--- config.mk ---
export PLATFORM = sky130hd
export DESIGN_NAME = simon_input_conditioner
export DESIGN_NICKNAME = d
export VERILOG_FILES = /design/src/rtl/simon_input_conditioner.sv
export SDC_FILE = /design/constraint.sdc
export NUM_CORES = 1
export LEC_CHECK = 0
export BUFFER_PORTS_ARGS = -buffer_cell sky130_fd_sc_hd__buf_2
export CAP_MARGIN = 15
export CORE_MARGIN = 4
export CORE_UTILIZATION = 55
export CTS_CLUSTER_DIAMETER = 100
export DETAILED_ROUTE_END_ITERATION = 10
export GPL_TIMING_DRIVEN = 0
export PLACE_DENSITY = 0.81
export SYNTH_ARGS = -nofsm -noshare
export SYNTH_HDL_FRONTEND = slang
export SYNTH_SLANG_ARGS = --single-unit
--- constraint.sdc ---
create_clock -name sysclk -period 2.31 [get_ports sysclk]
set_clock_uncertainty 0.1 [all_clocks]
set_input_delay 0.3465 -clock sysclk [delete_from_list [all_inputs] [get_ports sysclk]]
set_output_delay 0.3465 -clock sysclk [all_outputs]
set_load 0.01 [all_outputs]
--- src/rtl/simon_input_conditioner.sv ---
// Input conditioner for the Simon game core: synchronises the raw switches,
// debounces the push-button and emits one fixed-width pclk pulse per press.
module simon_input_conditioner #(
  parameter int DEBOUNCE_CYCLES = 16,
  parameter int PULSE_CYCLES    = 4,
  parameter int CNT_W           = 20
) (
  input  logic       sysclk,
  input  logic       rst,
  input  logic       btn_raw,
  input  logic [3:0] pattern_raw,
  input  logic       level_raw,
  output logic       pclk,
  output logic [3:0] pattern,
  output logic       level,
  output logic [7:0] press_count,
  output logic       busy
);

  // state   | meaning
  // IDLE    | button released and debounced; pattern tracks switches
  // ARM     | button seen high; counting consecutive high cycles
  // PULSE   | press accepted; pclk high, pattern frozen
  // HELD    | pulse finished; waiting for the button to drop
  // RELEASE | button seen low; counting consecutive low cycles

  typedef enum logic [2:0] {
    S_IDLE    = 3'd0,
    S_ARM     = 3'd1,
    S_PULSE   = 3'd2,
    S_HELD    = 3'd3,
    S_RELEASE = 3'd4
  } state_t;

  localparam logic [CNT_W-1:0] DEB_TC = CNT_W'(DEBOUNCE_CYCLES - 1);
  localparam logic [CNT_W-1:0] PUL_TC = CNT_W'(PULSE_CYCLES - 1);

  state_t           state;
  logic [CNT_W-1:0] cnt;

  logic       btn_meta, btn_s;
  logic [3:0] pat_meta, pat_s;
  logic       lvl_meta, lvl_s;

  always_ff @(posedge sysclk or negedge rst) begin
    if (!rst) begin
      btn_meta <= 1'b0;
      btn_s    <= 1'b0;
      pat_meta <= 4'b0000;
      pat_s    <= 4'b0000;
      lvl_meta <= 1'b0;
      lvl_s    <= 1'b0;
    end else begin
      btn_meta <= btn_raw;
      btn_s    <= btn_meta;
      pat_meta <= pattern_raw;
      pat_s    <= pat_meta;
      lvl_meta <= level_raw;
      lvl_s    <= lvl_meta;
    end
  end

  // The core only samples level under its own reset, so no freezing here.
  assign level = lvl_s;

  // pclk and busy are set on the transition edge so they are clean flop outputs.
  always_ff @(posedge sysclk or negedge rst) begin
    if (!rst) begin
      state       <= S_IDLE;
      cnt         <= '0;
      pclk        <= 1'b0;
      pattern     <= 4'b0000;
      press_count <= 8'd0;
      busy        <= 1'b0;
    end else begin
      case (state)
        S_IDLE: begin
          pattern <= pat_s;
          if (btn_s) begin
            state <= S_ARM;
            cnt   <= '0;
            busy  <= 1'b1;
          end
        end

        S_ARM: begin
          if (!btn_s) begin
            state <= S_IDLE;
            cnt   <= '0;
            busy  <= 1'b0;
          end else if (cnt == DEB_TC) begin
            state       <= S_PULSE;
            cnt         <= '0;
            pattern     <= pat_s;
            press_count <= press_count + 8'd1;
            pclk        <= 1'b1;
          end else begin
            cnt <= cnt + CNT_W'(1);
          end
        end

        S_PULSE: begin
          if (cnt == PUL_TC) begin
            state <= S_HELD;
            cnt   <= '0;
            pclk  <= 1'b0;
          end else begin
            cnt <= cnt + CNT_W'(1);
          end
        end

        S_HELD: begin
          pattern <= pat_s;
          if (!btn_s) begin
            state <= S_RELEASE;
            cnt   <= '0;
          end
        end

        S_RELEASE: begin
          pattern <= pat_s;
          if (btn_s) begin
            state <= S_HELD;
            cnt   <= '0;
          end else if (cnt == DEB_TC) begin
            state <= S_IDLE;
            cnt   <= '0;
            busy  <= 1'b0;
          end else begin
            cnt <= cnt + CNT_W'(1);
          end
        end

        default: begin
          state <= S_IDLE;
          cnt   <= '0;
          pclk  <= 1'b0;
          busy  <= 1'b0;
        end
      endcase
    end
  end

endmodule

Word-level counts from Yosys, hierarchy flattened
Index checks and enable logic that the tools add are counted.
- $add $sub $neg: 2
- eq/ne operators: 16
- multiplexer cells: 27
- bitwise operators: 2
- reductions and logical operators: 10
- operators by type and width (operator ; number):
    $mux W20 ; 6
    $pmux W20 S5 ; 1
    $mux W3 ; 7
    $add A20 B1 Y20 const B ; 1
    $eq A20 B2 Y1 const B ; 1
    $eq A20 B4 Y1 const B ; 1
    $ne A2 B2 Y1 const B ; 8
    $pmux W3 S5 ; 1
    $reduce_and A5 Y1 ; 2
    $add A8 B1 Y8 const B ; 1
    $mux W4 ; 2
    $pmux W4 S2 ; 1
    $mux W1 ; 7
    $eq A3 B2 Y1 const B ; 2
    $ne A3 B3 Y1 const B ; 2
    $reduce_and A3 Y1 ; 2
    $pmux W1 S4 ; 1
    $reduce_and A4 Y1 ; 1
    $eq A3 B1 Y1 const B ; 1
    $eq A3 B3 Y1 const B ; 1
    $logic_not A3 Y1 ; 1
    $pmux W1 S3 ; 1
    $reduce_or A3 Y1 ; 1
    $not A1 Y1 ; 2
    other kinds (3) ; 3
- flip-flop bits (word level): 49
- bits of input ports: 8
- output and inout bits: 15

Longest topological paths before layout
- word-level depth: 4
- gate-level depth with buffers: 8

Worst setup path after synthesis
No wires, ideal clock.
- kind: reg2reg
- start: register cnt[5]
- end: register cnt[9]
- library setup time: 0.119 ns
- data arrival time: 1.766 ns
- required time: 2.091 ns
- setup slack: 0.325 ns
- cell stages (with the launch flop): 8
- path through: dfrtp_1 > nor4_2 > and4_1 > buf_6 > a31oi_4 > a211oi_4 > buf_6 > nor2_2
- cells in the longest elaborated chain, start to end: 4
- elaborated cells on any way between the ends: 8
- those cells by class: 1 x add/sub; 2 x eq/ne; 5 x mux
- RTL lines (what ; line ; RTL):
    start: declaration ; 39 ; logic [CNT_W-1:0] cnt;
    start signal: assignment ; 98 ; cnt <= cnt + CNT_W'(1);
    start signal: assignment ; 108 ; cnt <= cnt + CNT_W'(1);
    start signal: assignment ; 130 ; cnt <= cnt + CNT_W'(1);
    $add A20 B1 Y20 or $eq A20 B4 Y1 (tied branches) ; - ;
    $mux W20 ; 91, 125 ;
    $mux W20, on equally long branches ; 122, 87 ;
    $pmux W20 S5 * ; 76 ; case (state)
Mark *: on every way between the ends. The rest lies on a longest branch, timed or not.
A chain may end at the register's enable or synchronous reset.

Worst setup path after layout
- start: register cnt[0]
- end: register cnt[18]
Same word-level chain as after synthesis.

==> flow_summary_export.csv <==
group,metric,value,unit
sta,max_freq,454,MHz
global_routing,grt_first_pass_wirelength,8240,um
routing,ant_nets,0,
finish,syn_to_final_growth,14.3,%
die,core-area,0.00409,mm^2
cts,h-tree-depth,2,
routing,wl,4760,um
finish,ff_latch_area,0.00123,mm^2
cts,clkTransAtPathRegs,0.09,ns
sta,min_period_over_period,95.4,%
yosys,yosysUniqueCellTypes,40,
yosys,synth.yosys.warnings,0,
sta,drv_slew,0,
cts,cts_tree,"built",
setup_path,crit_fanout,10,
finish,multi_input_area,0.00109,mm^2
setup_path,path_class,"register to register",
sta,holdWs,0.0485,ns
finish,antennaDiodeCount,0,
yosys,avgSynthCellArea,10.4,um^2
routing,viasPerCell,5.93,
finish,nFillCells,320,
global_routing,track_usage,19.4,%
die,start_util,58.1,%
sta,worst_pin_slew,0.509,ns
yosys,yosysSeqAreaShare,51.6,%
routing,drc,0,
cts,clock_tree.buffer_depth,2,
routing,wl_per_cell,15.3,um
place,place_hpwl,3190,um
routing,drt_first_pass_iters,4,
yosys,synth_edf_count,0,
finish,layout.cells.most_common,"dfrtp_1",
global_routing,grt_max_degree,50,
die,die_x,73.7,um
cts,cts_buffers,5,
global_routing,grt_pass1_vias,1826,
die,rows,23,
yosys,async_flop_share,100,%
finish,final_util,66.5,%
run,cap_violations,0,
yosys,syn_area,0.00238,mm^2
power,ir_drop,0.417,mV
die,die_h,73.7,um
place,io_buffers,22,
power,p_total,1740,uW
finish,final_cell_mix,"49 x dfrtp_1, 26 x nor2_1, 23 x buf_2, 18 x xor2_1, 16 x nand2_1",
power,powerDensity,639,mW/mm^2
finish,final_nets,271,
setup_path,critPathCaptureType,"register",
yosys,synth_cells,228,
yosys,synth-seq-cells,49,
sta,finalSetupViolCount,0,
setup_path,critPathArrivalTime,2.29,ns
cts,cts_root_buffer,"clkbuf_8",
routing,drt_iter0_markers,173,
status,status,"completed",
sta,slew_headroom,66.0,%
die,io_pins,23,
setup_path,critPathRequiredTime,2.39,ns
place,place.gp.congestion,0.900,
yosys,synth_ff_type,"dfrtp_1",
min_path,hold_path.class,"input pin to register",
finish,drive_above_1_share,21.0,%
sta,finalCriticalPeriod,2.20,ns
cts,numClockSinks,49,
cts,clkLatencyLatePin,0.30,ns
die,die-area,0.00544,mm^2
sta,hold_viol_final,0,
power,leakagePower,0.00121,uW
setup_path,crit_path_start_kind,"register",
sta,rsz0062_at_grt,"no",
sta,setup_tns,0,ns
routing,num_vias,1851,
yosys,synthesis.nets,238,
global_routing,grt.overflow.total,0,
global_routing,antenna_found_initial,0,
kinds of logic (layout without fill, tap and decap cells):
group	count (synthesis)	after routing	synth area share (%)
buffers and inverters	13	47	2.74
flip-flops	49	49	51.6
AO/OA/AOI/OAI	33	33	10.8
multiplexers	2	2	0.895
adder cells (fa/ha/maj)	2	2	1.05
AND/OR/NAND/NOR	104	104	23.6
XOR/XNOR	25	25	9.22
sequential cells by signal (all words and copies together), names as in the netlist:
| register | cells |
|---|---|
| level | 1 |
| lvl_meta | 1 |
| pat_s | 4 |
| pclk | 1 |
| btn_meta | 1 |
| press_count | 8 |
| pat_meta | 4 |
| state | 3 |
| cnt | 20 |
| pattern | 4 |
| btn_s | 1 |
| busy | 1 |
synth_stat cells (4+ instances only):
master | count | share of area [%]
a211oi_1 | 9 | 2.8
and3_1 | 5 | 1.3
clkbuf_1 | 8 | 1.3
dfrtp_1 | 49 | 52
nand2_1 | 16 | 2.5
nand3_1 | 11 | 2.3
nand4_1 | 15 | 3.9
nor2_1 | 26 | 4.1
nor2_2 | 10 | 2.6
nor3_1 | 6 | 1.3
nor4_2 | 4 | 2.1
o21ai_0 | 5 | 1.1
o31ai_1 | 5 | 1.6
xnor2_1 | 7 | 2.6
xor2_1 | 18 | 6.6
per-stage QoR:
| step | cell area, um^2 | worst slack (ns) | instances |
|---|---|---|---|
| global placement | 2550 | 0.0839 | 300 |
| global route | 2720 | 0.0111 | 312 |
| floorplan | 2380 | 0.325 | 228 |
| CTS | 2670 | 0.0202 | 308 |
| detailed placement | 2550 | 0.0524 | 300 |
| finish | 2720 | 0.105 | 312 |
critical path: stages, from the launching register on:
cell	delay [ns]
dfrtp_1	0.43
ha_1	0.28
nand3_1	0.28
nor3_1	0.26
a221oi_1	0.14
a211oi_4	0.33
buf_6	0.22
nor2_2	0.05
worst paths after layout:
check                                    start     endpoint  slack [ns]  cells after the start
worst max-delay path                    cnt[0]      cnt[18]        0.11                      7
worst min-delay path            pattern_raw[1]  pat_meta[1]        0.05                      1
worst max register to register          cnt[0]      cnt[18]        0.11                      7
worst min register to register        lvl_meta        level        0.25                      0
max in group asynchronous                  rst       cnt[7]        1.14                      3
min in group asynchronous                  rst      cnt[16]        0.45                      2
power breakdown:
group | internal [uW] | switching, uW | leakage (uW)
logic | 67.3 | 102 | 0.000510
clock network | 353 | 275 | 0.0000585
registers | 899 | 39.9 | 0.000637
total | 1320 | 417 | 0.00121
metal layers:
| layer | GRT usage, % | up-vias | routed length, um |
|---|---|---|---|
| met2 | 30.4 | 52 | 2270 |
| li1 | - | 876 | - |
| met3 | 4.38 | 6 | 255 |
| met1 | 26.8 | 917 | 2190 |
| met4 | 5.84 | 0 | 46 |
| met5 | 0 | - | 0 |
cell type report:
type | instances | share of cell area [%]
buffer | 11 | 2.16
sequential | 49 | 45.1
inverter | 2 | 0.276
tap | 50 | 2.30
clock buffer | 7 | 3.18
multi-input combinational | 166 | 40.1
clock inverter | 1 | 1.11
timing repair buffer | 26 | 5.71
repair_timing:
item	in CTS	in global routing
resized for setup	0	3
buffers inserted	0	2
endpoints found under the setup margin	0	14
hold buffers	0	1
endpoints found under the hold margin	0	22
Note: power is estimated with default switching activity, not from simulation.
